## config.mk

```make
export PLATFORM = sky130hd
export DESIGN_NAME = cla_pipe_adder_flat
export DESIGN_NICKNAME = d
export VERILOG_FILES = /design/src/rtl/cla_pkg.sv /design/src/rtl/cla_pipe_adder_if.sv /design/src/rtl/cla_group.sv /design/src/rtl/cla_pipe_adder.sv /design/src/flat_wrapper.sv
export SDC_FILE = /design/constraint.sdc
export NUM_CORES = 1
export LEC_CHECK = 0
export CAP_MARGIN = 20
export CORE_ASPECT_RATIO = 0.7
export CORE_MARGIN = 3
export CORE_UTILIZATION = 55
export DETAILED_ROUTE_END_ITERATION = 6
export HOLD_SLACK_MARGIN = 0.08
export PLACE_DENSITY = 0.8
export SKIP_LAST_GASP = 1
export SYNTH_ARGS = -nofsm -noshare
export SYNTH_HDL_FRONTEND = slang
export SYNTH_SLANG_ARGS = --single-unit
export TNS_END_PERCENT = 30
```

## constraint.sdc

```tcl
create_clock -name clk -period 5.9 [get_ports clk]
set_input_delay 1.18 -clock clk [delete_from_list [all_inputs] [get_ports clk]]
set_output_delay 1.18 -clock clk [all_outputs]
set_load 0.1 [all_outputs]
```

## src/rtl/cla_pkg.sv

```systemverilog
// Shared parameters, stage-depth helper and stage payload layout for the
// pipelined carry-lookahead adder.
package cla_pkg;

  localparam int CLA_DEF_WIDTH = 16;
  localparam int CLA_DEF_BLOCK = 4;

  function automatic int cla_nstage(input int width, input int block);
    if (block < 1) return 1;
    return width / block;
  endfunction

  // Payload carried by each stage register at the default width.
  typedef struct packed {
    logic                     valid;
    logic                     carry;
    logic                     ovf;
    logic [CLA_DEF_WIDTH-1:0] sum;
    logic [CLA_DEF_WIDTH-1:0] a;
    logic [CLA_DEF_WIDTH-1:0] b;
  } cla_stage_t;

endpackage

```

## src/rtl/cla_pipe_adder_if.sv

```systemverilog
// Operand/result bus of the pipelined adder. Handshake: a beat moves on a
// rising edge where valid and ready are both 1; valid holds its payload until then.
interface cla_pipe_adder_if
  import cla_pkg::*;
#(
  parameter int WIDTH = CLA_DEF_WIDTH
);
  logic             in_valid;
  logic             in_ready;
  logic [WIDTH-1:0] A;
  logic [WIDTH-1:0] B;
  logic             Cin;
  logic             out_valid;
  logic             out_ready;
  logic [WIDTH-1:0] sum;
  logic             cout;
  logic             ovf;

  modport master (
    output in_valid, A, B, Cin, out_ready,
    input  in_ready, out_valid, sum, cout, ovf
  );

  modport slave (
    input  in_valid, A, B, Cin, out_ready,
    output in_ready, out_valid, sum, cout, ovf
  );
endinterface

```

## src/rtl/cla_group.sv

```systemverilog
// One BLOCK-bit carry-lookahead group: every internal carry is a flat
// sum of generate/propagate products, so there is no ripple inside the group.
module cla_group #(
  parameter int BLOCK = 4
) (
  input  logic [BLOCK-1:0] a,
  input  logic [BLOCK-1:0] b,
  input  logic             ci,
  output logic [BLOCK-1:0] s,
  output logic             co,
  output logic             c_msb
);
  logic [BLOCK-1:0] g;
  logic [BLOCK-1:0] p;
  logic [BLOCK:0]   c;

  assign g = a & b;
  assign p = a ^ b;

  // c[i] = ci.p[0..i-1] | OR_j g[j].p[j+1..i-1]
  always_comb begin
    logic term;
    term = 1'b0;
    c    = '0;
    for (int i = 0; i <= BLOCK; i++) begin
      term = ci;
      for (int j = 0; j < i; j++) term = term & p[j];
      c[i] = term;
      for (int j = 0; j < i; j++) begin
        term = g[j];
        for (int k = j + 1; k < i; k++) term = term & p[k];
        c[i] = c[i] | term;
      end
    end
  end

  assign s     = p ^ c[BLOCK-1:0];
  assign co    = c[BLOCK];
  assign c_msb = c[BLOCK-1];
endmodule

```

## src/rtl/cla_pipe_adder.sv

```systemverilog
// Pipelined carry-lookahead adder: one BLOCK-bit group per stage, group carry
// registered between stages, single global advance enable for backpressure.
module cla_pipe_adder
  import cla_pkg::*;
#(
  parameter int WIDTH = CLA_DEF_WIDTH,
  parameter int BLOCK = CLA_DEF_BLOCK
) (
  input logic                 clk,
  input logic                 rst_n,
  cla_pipe_adder_if.slave     bus
);
  localparam int NSTAGE = cla_nstage(WIDTH, BLOCK);

  if (BLOCK < 1 || (WIDTH % BLOCK) != 0) begin : g_param_check
    $error("cla_pipe_adder: WIDTH must be a positive multiple of BLOCK");
  end

  // Same layout as cla_stage_t, sized by this instance's WIDTH.
  typedef struct packed {
    logic             valid;
    logic             carry;
    logic             ovf;
    logic [WIDTH-1:0] sum;
    logic [WIDTH-1:0] a;
    logic [WIDTH-1:0] b;
  } stage_t;

  stage_t stage_src [NSTAGE];
  stage_t stage_d   [NSTAGE];
  stage_t stage_q   [NSTAGE];

  logic [WIDTH-1:0]  grp_a;
  logic [WIDTH-1:0]  grp_b;
  logic [WIDTH-1:0]  grp_s;
  logic [NSTAGE-1:0] grp_ci;
  logic [NSTAGE-1:0] grp_co;
  logic [NSTAGE-1:0] grp_cmsb;
  logic              adv;

  assign adv          = !stage_q[NSTAGE-1].valid || bus.out_ready;
  assign bus.in_ready = adv;

  // Stage k consumes the input bus (k=0) or the register of stage k-1.
  always_comb begin
    stage_src[0]       = '0;
    stage_src[0].valid = bus.in_valid;
    stage_src[0].carry = bus.Cin;
    stage_src[0].a     = bus.A;
    stage_src[0].b     = bus.B;
    for (int k = 1; k < NSTAGE; k++) stage_src[k] = stage_q[k-1];
    grp_a  = '0;
    grp_b  = '0;
    grp_ci = '0;
    for (int k = 0; k < NSTAGE; k++) begin
      grp_a[k*BLOCK +: BLOCK] = stage_src[k].a[k*BLOCK +: BLOCK];
      grp_b[k*BLOCK +: BLOCK] = stage_src[k].b[k*BLOCK +: BLOCK];
      grp_ci[k]               = stage_src[k].carry;
    end
  end

  for (genvar k = 0; k < NSTAGE; k++) begin : g_group
    cla_group #(.BLOCK(BLOCK)) u_group (
      .a     (grp_a[k*BLOCK +: BLOCK]),
      .b     (grp_b[k*BLOCK +: BLOCK]),
      .ci    (grp_ci[k]),
      .s     (grp_s[k*BLOCK +: BLOCK]),
      .co    (grp_co[k]),
      .c_msb (grp_cmsb[k])
    );
  end

  // Only the final stage's ovf reaches the output; it uses the group MSB carry.
  always_comb begin
    for (int k = 0; k < NSTAGE; k++) begin
      stage_d[k]                         = stage_src[k];
      stage_d[k].sum[k*BLOCK +: BLOCK]   = grp_s[k*BLOCK +: BLOCK];
      stage_d[k].carry                   = grp_co[k];
      stage_d[k].ovf                     = grp_cmsb[k] ^ grp_co[k];
    end
  end

  always_ff @(posedge clk) begin
    if (!rst_n) begin
      for (int k = 0; k < NSTAGE; k++) stage_q[k] <= '0;
    end else if (adv) begin
      for (int k = 0; k < NSTAGE; k++) stage_q[k] <= stage_d[k];
    end
  end

  assign bus.out_valid = stage_q[NSTAGE-1].valid;
  assign bus.sum       = stage_q[NSTAGE-1].sum;
  assign bus.cout      = stage_q[NSTAGE-1].carry;
  assign bus.ovf       = stage_q[NSTAGE-1].ovf;
endmodule

```

## src/flat_wrapper.sv

```systemverilog
// flat-port wrapper written by rule: the top's interface ports become plain ports
module cla_pipe_adder_flat import cla_pkg::*;
#(
  parameter int WIDTH = CLA_DEF_WIDTH,
  parameter int BLOCK = CLA_DEF_BLOCK
)
  (clk, rst_n, bus_in_valid, bus_A, bus_B, bus_Cin, bus_out_ready, bus_in_ready, bus_out_valid, bus_sum, bus_cout, bus_ovf);
  cla_pipe_adder_if #(.WIDTH(WIDTH)) bus_i ();
  input logic clk;
  input logic rst_n;
  input wire logic [$bits(bus_i.in_valid)-1:0] bus_in_valid;
  input wire logic [$bits(bus_i.A)-1:0] bus_A;
  input wire logic [$bits(bus_i.B)-1:0] bus_B;
  input wire logic [$bits(bus_i.Cin)-1:0] bus_Cin;
  input wire logic [$bits(bus_i.out_ready)-1:0] bus_out_ready;
  output wire logic [$bits(bus_i.in_ready)-1:0] bus_in_ready;
  output wire logic [$bits(bus_i.out_valid)-1:0] bus_out_valid;
  output wire logic [$bits(bus_i.sum)-1:0] bus_sum;
  output wire logic [$bits(bus_i.cout)-1:0] bus_cout;
  output wire logic [$bits(bus_i.ovf)-1:0] bus_ovf;
  assign bus_i.in_valid = bus_in_valid;
  assign bus_i.A = bus_A;
  assign bus_i.B = bus_B;
  assign bus_i.Cin = bus_Cin;
  assign bus_i.out_ready = bus_out_ready;
  assign bus_in_ready = bus_i.in_ready;
  assign bus_out_valid = bus_i.out_valid;
  assign bus_sum = bus_i.sum;
  assign bus_cout = bus_i.cout;
  assign bus_ovf = bus_i.ovf;
  cla_pipe_adder #(.WIDTH(WIDTH), .BLOCK(BLOCK)) u_core (.clk(clk), .rst_n(rst_n), .bus(bus_i));
endmodule
```

==> out/summary.md, run 1 <==
The core box area is 0.007417 mm^2, and the worst reg-to-reg path cell count is 5. The floorplan step set the die height to 79.62 um. Worst setup path category: in2out. The final number of max-transition violations was 0.

The power per standard cell area came out at 267.4 mW/mm^2. The number of global-route vias before repair came out at 2252. The maximum buffer depth of the clock tree is 2, and the top cell type's share of synthesized area is 0.6841.

The run gives 0 as the max capacitance violation total. The critical path ends at bus_in_ready. The tree is rooted in a sky130_fd_sc_hd__clkbuf_8. The number of standard-cell rows in the floorplan came out at 26. The number of nets in the synthesized netlist is 338, and the synthesized netlist cell count is 277.

The finished cells cover 0.005062 mm^2. In this run the critical register-to-register path is captured at u_core.stage_q[2][43]. The share of cells above drive strength 1 was 0.08108; the required time at the endpoint of the critical path was 4.72 ns. The count of nets left with antenna violations once routing finished came out at 0. The number of instances on the worst hold path is 1, and the count of H-tree levels built during CTS is 3. For the number of cells upsized or downsized after cts, the log shows 0. In this run, distinct cell masters in the synthesized netlist total 30. The run finished with clean final reports. The peak fanout along the critical path is 83, and the via density per instance is 5.394. The tools report the DRC marker count from the first detailed-route iteration as 123.

The logs give 0.008850 mm^2 for the full die area and 2325 for the via count. Clock-pin slew was measured on the worst setup and hold paths at 0.09 ns. Of all cell types, the one taking the most synthesized area is sky130_fd_sc_hd__edfxtp_1. The tools report the post-route clock skew as 0.01323 ns. The routability congestion estimate came out at 0.7232. The repair_antennas step left the layout with diodes totalling 0. The width of the chip came out at 111.2 um. The total overflow reported by the global router was 0. Setup repair after global routing left no endpoint under its margin.

The pin slew with the least headroom to its limit works out to 0.9751 ns. In this run the worst hold path is classified as reg2reg. Summed over all cells, the static leakage comes to 0.002336 uW. Setup slack closes at 1.232 ns.

The first global-routing pass estimated 10500 um of wire. In the final layout, the registers with the most flip-flops are u_core.stage_q: 97 flops. Entering global routing, the biggest net connects 98 pins. Setup violations remaining at the end of the flow were counted as 0. At the placement stage, the worst setup path has a slack of 1.228 ns.

Sorting the synthesized cells by area gives the leading types as sky130_fd_sc_hd__edfxtp_1 (68%), sky130_fd_sc_hd__and3_1 (12%), sky130_fd_sc_hd__ha_1 (5.9%), sky130_fd_sc_hd__o21a_1 (1.9%), sky130_fd_sc_hd__fa_1 (1.9%). TritonCTS built the clock tree. The portion of the clock cycle consumed by the worst path in the final layout works out to 0.7912. The final count of hold timing violations was 0. Leaving out fill and tap cells, the most frequent cell in the layout is sky130_fd_sc_hd__edfxtp_1. The tools report the number of antenna violations at the first check in global routing as 0. IR analysis of the VDD net gives a maximum drop of 0.1403 mV. The run gives 0.5741 as the initial cell density of the core. The total number of nets in the final design was 389. In the routed design, unresolved DRC markers number 0. The logs give 3.49 ns for the data arrival time of the critical path and 3872 um for the placed wire-length estimate after detailed placement. Source of the critical timing path: bus_out_ready. The worst setup path is captured at an output pin. Total of buffers placed on input and output ports: 56. The number of setup buffers added after CTS is 0. The design draws 1354 uW. The register with the most flip-flops in the layout has 97 of them. The first detailed-routing pass took 4 iterations. The I/O pin count is 57, and the later-pin clock latency in the skew report is 0.36 ns. After synthesis, the mean cell area works out to 15.37 um^2. For the portion of the post-synthesis area used by sequential elements, the log shows 0.6841. Dividing the detail-routed wire length by the instance count gives 14.64 um. The worst hold-check slack is 0.5438 ns. The area added between synthesis and finish works out to 18.90%. The startpoint identified for the worst register-to-register timing path is u_core.stage_q[1][24].

The count of yosys warnings during synthesis came out at 0. Summing all placed instances gives a cell area of 0.004843 mm^2. Total global-route track usage: 0.1513.

After routing, the total negative slack on setup checks comes to 0 ns. The number of buffers created by CTS was 9. CTS saw 97 sinks. The run gives 0.3479 as the relative max-transition margin.

The register with the most flip-flops in the final layout is u_core.stage_q. The overall routed net length was 6311 um. In the layout the commonest cells are sky130_fd_sc_hd__edfxtp_1 (97), sky130_fd_sc_hd__and3_1 (80), sky130_fd_sc_hd__clkdlybuf4s50_1 (55), sky130_fd_sc_hd__ha_1 (20). The synthesized design contains 97 register bits. The startpoint kind of the worst setup timing path was an input port. For the maximum frequency from static timing analysis, the log shows 0.2142 GHz. The clock period could shrink to 4.668 ns. After synthesis the cells add up to 0.004258 mm^2. In this run the register-to-register setup slack is 4.08 ns. After clock tree synthesis, the flow added hold-fix buffers numbering 0.
## metal layers
metal	vias up	track usage	share of wire
li1	1164	-	-
met2	48	0.2611	0.51
met5	-	0	0
met4	0	0.03645	0.0063
met1	1109	0.1845	0.45
met3	4	0.05455	0.039
## critical path: stages
cell and delay, ns:
sky130_fd_sc_hd__clkdlybuf4s50_1 0.48, sky130_fd_sc_hd__nand2b_4 0.57, sky130_fd_sc_hd__clkdlybuf4s50_1 1.26
## cells in the mapped netlist (all sizes together)
library cell and instances:
edfxtp 97, and3 80, ha 20, clkbuf 15, nor3 12, o21a 11
a21oi 4, buf 4, fa 4, nor2 4, xnor2 4, a21o 3
nor3b 3, o211a 3, inv 2, nand3b 2, o21ai 2, a211o 1
a21boi 1, and2 1, nand2 1, nand2b 1, nand3 1, o211ai 1
## cell type report
| type | count | area (um^2) |
|---|---|---|
| sequential | 97 | 2913 |
| fill | 526 | 2355 |
| multi-input combinational | 159 | 1237 |
| timing repair buffer | 59 | 610.6 |
| clock buffer | 10 | 127.6 |
| tap | 98 | 122.6 |
| clock inverter | 6 | 43.79 |
| inverter | 2 | 7.507 |
## cell families after synthesis
logic type / share of synthesized area
buffers and inverters: 0.02527
AND/OR/NAND/NOR: 0.1575
XOR/XNOR: 0.008227
adder cells (fa/ha/maj): 0.07758
flip-flops: 0.6841
AO/OA/AOI/OAI: 0.04731
## report_power, final
group          total [uW]  internal [uW]  leakage (uW)  switching [uW]
registers             814            802       0.00115            12.2
logic                 167           68.8       0.00110            98.3
clock network         373            155     0.0000866             218
total                1350           1030       0.00234             328
## stage by stage
| stage | cells | util |
|---|---|---|
| 2_1_floorplan | 277 | - |
| 3_3_place_gp | 413 | 0.6530 |
| 3_5_place_dp | 413 | 0.6530 |
| 4_1_cts | 429 | 0.6761 |
| 5_1_grt | 431 | 0.6825 |
| 6_report | 431 | 0.6825 |
## worst min-delay path by stage
stage,startpoint,end,slack [ns]
3_5_place_dp,u_core.stage_q[0][13],u_core.stage_q[1][13],0.54
5_1_grt,u_core.stage_q[1][14],u_core.stage_q[2][14],0.55
3_3_place_gp,u_core.stage_q[0][32],u_core.stage_q[1][32],0.53
4_1_cts,u_core.stage_q[0][28],u_core.stage_q[1][28],0.55
2_1_floorplan,u_core.stage_q[2][36],u_core.stage_q[3][36],0.53
6_report,u_core.stage_q[0][28],u_core.stage_q[1][28],0.54
No activity file was read; power rests on OpenSTA's default activity.
==> inputs of run 2 (changes only) <==
clock period = 4.9 ns   (was 5.9 ns; I/O delays follow)
==> out/summary.md, run 2 (synthesized netlist as in run 1, its figures left out) <==
The share of cells above drive strength 1 is 0.08683 (+0.005745), and the summed negative setup slack over all endpoints is 0 ns (unchanged). Worst voltage drop across the vdd grid: 0.1645 mV (+17%). The placed wire-length estimate after detailed placement is 4068 um (+5.0%), and the total number of nets in the final design is 390 (+0.26%). The worst hold-check slack was 0.5512 ns (+0.007427 ns). The required time at the endpoint of the critical path came out at 3.92 ns (-0.80 ns).

The logs give 9 (unchanged) for the number of buffers created by CTS and 0 (unchanged) for the number of cells upsized or downsized after cts. The highest signal layer in the routed design was met4. The cell family contributing the most delay on the critical path is buffers and inverters. The critical path is of the in2out type. Area added between synthesis and finish: 18.98% (about the same). The cts-stage hold buffer count is 0 (unchanged). Leaving out fill and tap cells, the most frequent cell in the layout is sky130_fd_sc_hd__edfxtp_1. The tools report the number of antenna violations at the first check in global routing as 0 (unchanged).

Setup repair after global routing left no endpoint under its margin. The post-CTS clock slew at the launch and capture registers of the worst setup and hold paths was 0.08 ns (about the same). The run gives 1.512 ns (+0.2804 ns) as the post-route worst setup slack. Number of fill cells in the layout: 534 (+1.5%). In the final layout, the registers with the most flip-flops are u_core.stage_q: 97 flops. The largest register by flop count was u_core.stage_q.

For the via count, the log shows 2341 (+0.69%). The setup violation total in the final timing report was 0 (unchanged); the routed length on met3 was 304 um (+22%). The core box area is 0.007417 mm^2 (unchanged).

The later-pin clock latency in the skew report was 0.35 ns (about the same); the via density per instance was 5.419 (+0.46%). The logs give 97 (unchanged) for the count of clock tree sinks and 0 (unchanged) for the remaining antenna violation count. Delay of the slowest cell on the worst path: 0.54 ns (-0.72 ns).

The die span in y was 79.62 um (unchanged); the routed length on met2 was 3093 um (-3.5%). The wire length the detailed router placed on met1 came out at 2855 um (+1.4%). In the layout the commonest cells are sky130_fd_sc_hd__edfxtp_1 (97), sky130_fd_sc_hd__and3_1 (80), sky130_fd_sc_hd__clkdlybuf4s50_1 (54), sky130_fd_sc_hd__ha_1 (20).

The logs give 0.01295 ns (-0.0002810 ns) for the post-route clock skew and 2252 (unchanged) for the number of global-route vias before repair. For the area taken by flip-flops and latches, the log shows 0.002913 mm^2 (unchanged). The flip-flop count of the largest register, all copies and words added is 97 (unchanged), and the critical path buffer and inverter count is 2 (unchanged).

For the DRC marker count from the first detailed-route iteration, the log shows 142 (+15%). The routed length per placed instance is 14.54 um (-0.69%). The endpoint kind of the worst setup timing path was an output pin.

The total of buffers placed on input and output ports was 56 (unchanged); the post-CTS repair timing setup buffer count was 0 (unchanged). The logs give 4 (unchanged) for the detailed-routing iteration count for the pre-antenna-repair pass and 1.506 ns (+0.2781 ns) for the worst setup slack before clock tree synthesis. The peak fanout along the critical path is 83 (unchanged), and the routability congestion estimate is 0.7247 (+0.21%). The final number of max-transition violations is 0 (unchanged), and the pin slew with the least headroom to its limit is 0.9906 ns (+0.01558 ns). The flow ran to the end, and the final reports show no timing, DRC or antenna violations. Max capacitance violation total: 0 (unchanged). The total power draw came out at 1630 uW (+20%). Traced cell by cell, the critical path runs through clkdlybuf4s50_1 -> nand2b_4 -> buf_4. The overall routed net length was 6282 um (-0.46%). On the critical path, the stage with the largest delay is an instance of sky130_fd_sc_hd__nand2b_4. The I/O pin count is 57 (unchanged). The tools report the initial cell density of the core as 0.5741 (unchanged). The relative max-transition margin is 0.3375 (-0.01042), and the portion of the clock cycle consumed by the worst path in the final layout is 0.6914. The startpoint kind of the worst setup timing path was an input port.

The data arrival time of the critical path was 2.41 ns (-1.08 ns); the maximum number of pins on one net before global-route repair was 84 (-14%). The full die area is 0.008850 mm^2 (unchanged), and the maximum buffer depth of the clock tree is 2 (unchanged). The antenna diode count is 0 (unchanged). The CTS root buffer was sky130_fd_sc_hd__clkbuf_8. The width of the chip was 111.2 um (unchanged).

The final count of hold timing violations is 0 (unchanged), and the maximum frequency from static timing analysis is 0.2952 GHz. The run gives 3 (unchanged) as the count of H-tree levels built during CTS. In this run the worst hold path is classified as reg2reg.

The count of unresolved DRC violations after routing was 0 (unchanged); the shortest clock period the worst path allows after layout was 3.388 ns. The number of standard-cell rows in the floorplan is 26 (unchanged), and the leakage dissipation is 0.002338 uW (about the same). The logs give 0 (unchanged) for the total overflow reported by the global router and 10330 um (-1.6%) for the global-route wire length before repair.

The footprint of the multi-input gates came out at 0.001237 mm^2 (unchanged). The total global-route track usage was 0.1482 (-0.003140); the power per standard cell area was 321.7 mW/mm^2 (+20%). TritonCTS built the clock tree.
## run 2: changes by cell type in the layout (fill, tap and decap cells not counted)
cell and change:
sky130_fd_sc_hd__clkinv_4 -1, sky130_fd_sc_hd__clkinv_1 +1, sky130_fd_sc_hd__clkinvlp_4 +1, sky130_fd_sc_hd__clkbuf_1 -1, sky130_fd_sc_hd__clkdlybuf4s50_1 -1, sky130_fd_sc_hd__buf_4 +2
## run 2: final cells by class
| class | instances | area share |
|---|---|---|
| Tap cell | 98 | 0.02420 |
| Multi-Input combinational cell | 159 | 0.2443 |
| Clock buffer | 9 | 0.02445 |
| Inverter | 2 | 0.001482 |
| Clock inverter | 7 | 0.009138 |
| Timing Repair Buffer | 60 | 0.1215 |
| Sequential cell | 97 | 0.5750 |
## run 2: through the flow
| step | utilization | std cells | area [um^2] |
|---|---|---|---|
| 2_1_floorplan | - | 277 | 4258 |
| 4_1_cts | 0.6793 | 431 | 5039 |
| 3_3_place_gp | 0.6564 | 415 | 4868 |
| 6_report | 0.6830 | 432 | 5066 |
| 3_5_place_dp | 0.6564 | 415 | 4868 |
| 5_1_grt | 0.6830 | 432 | 5066 |
## run 2: metal layers
layer	GRT usage	up-vias
li1	-	1169
met1	0.1887	1124
met2	0.2479	42
met3	0.04924	6
met4	0.03888	0
met5	0	-
## run 2: worst paths after layout
path	startpoint	endpoint	cells past startpoint	slack, ns
max reg2reg	u_core.stage_q[1][24]	u_core.stage_q[2][49]	5	3.09
min reg2reg	u_core.stage_q[1][36]	u_core.stage_q[2][36]	1	0.55
min	u_core.stage_q[1][36]	u_core.stage_q[2][36]	1	0.55
max	bus_out_ready	bus_in_ready	3	1.51
## run 2: power by group
part / internal, uW / leakage [uW] / total (uW) / switching (uW)
sequential: 966 / 0.00115 / 981 / 15.4
clock: 183 / 0.0000830 / 449 / 266
combinational: 81.8 / 0.00110 / 199 / 118
total: 1230 / 0.00234 / 1630 / 399
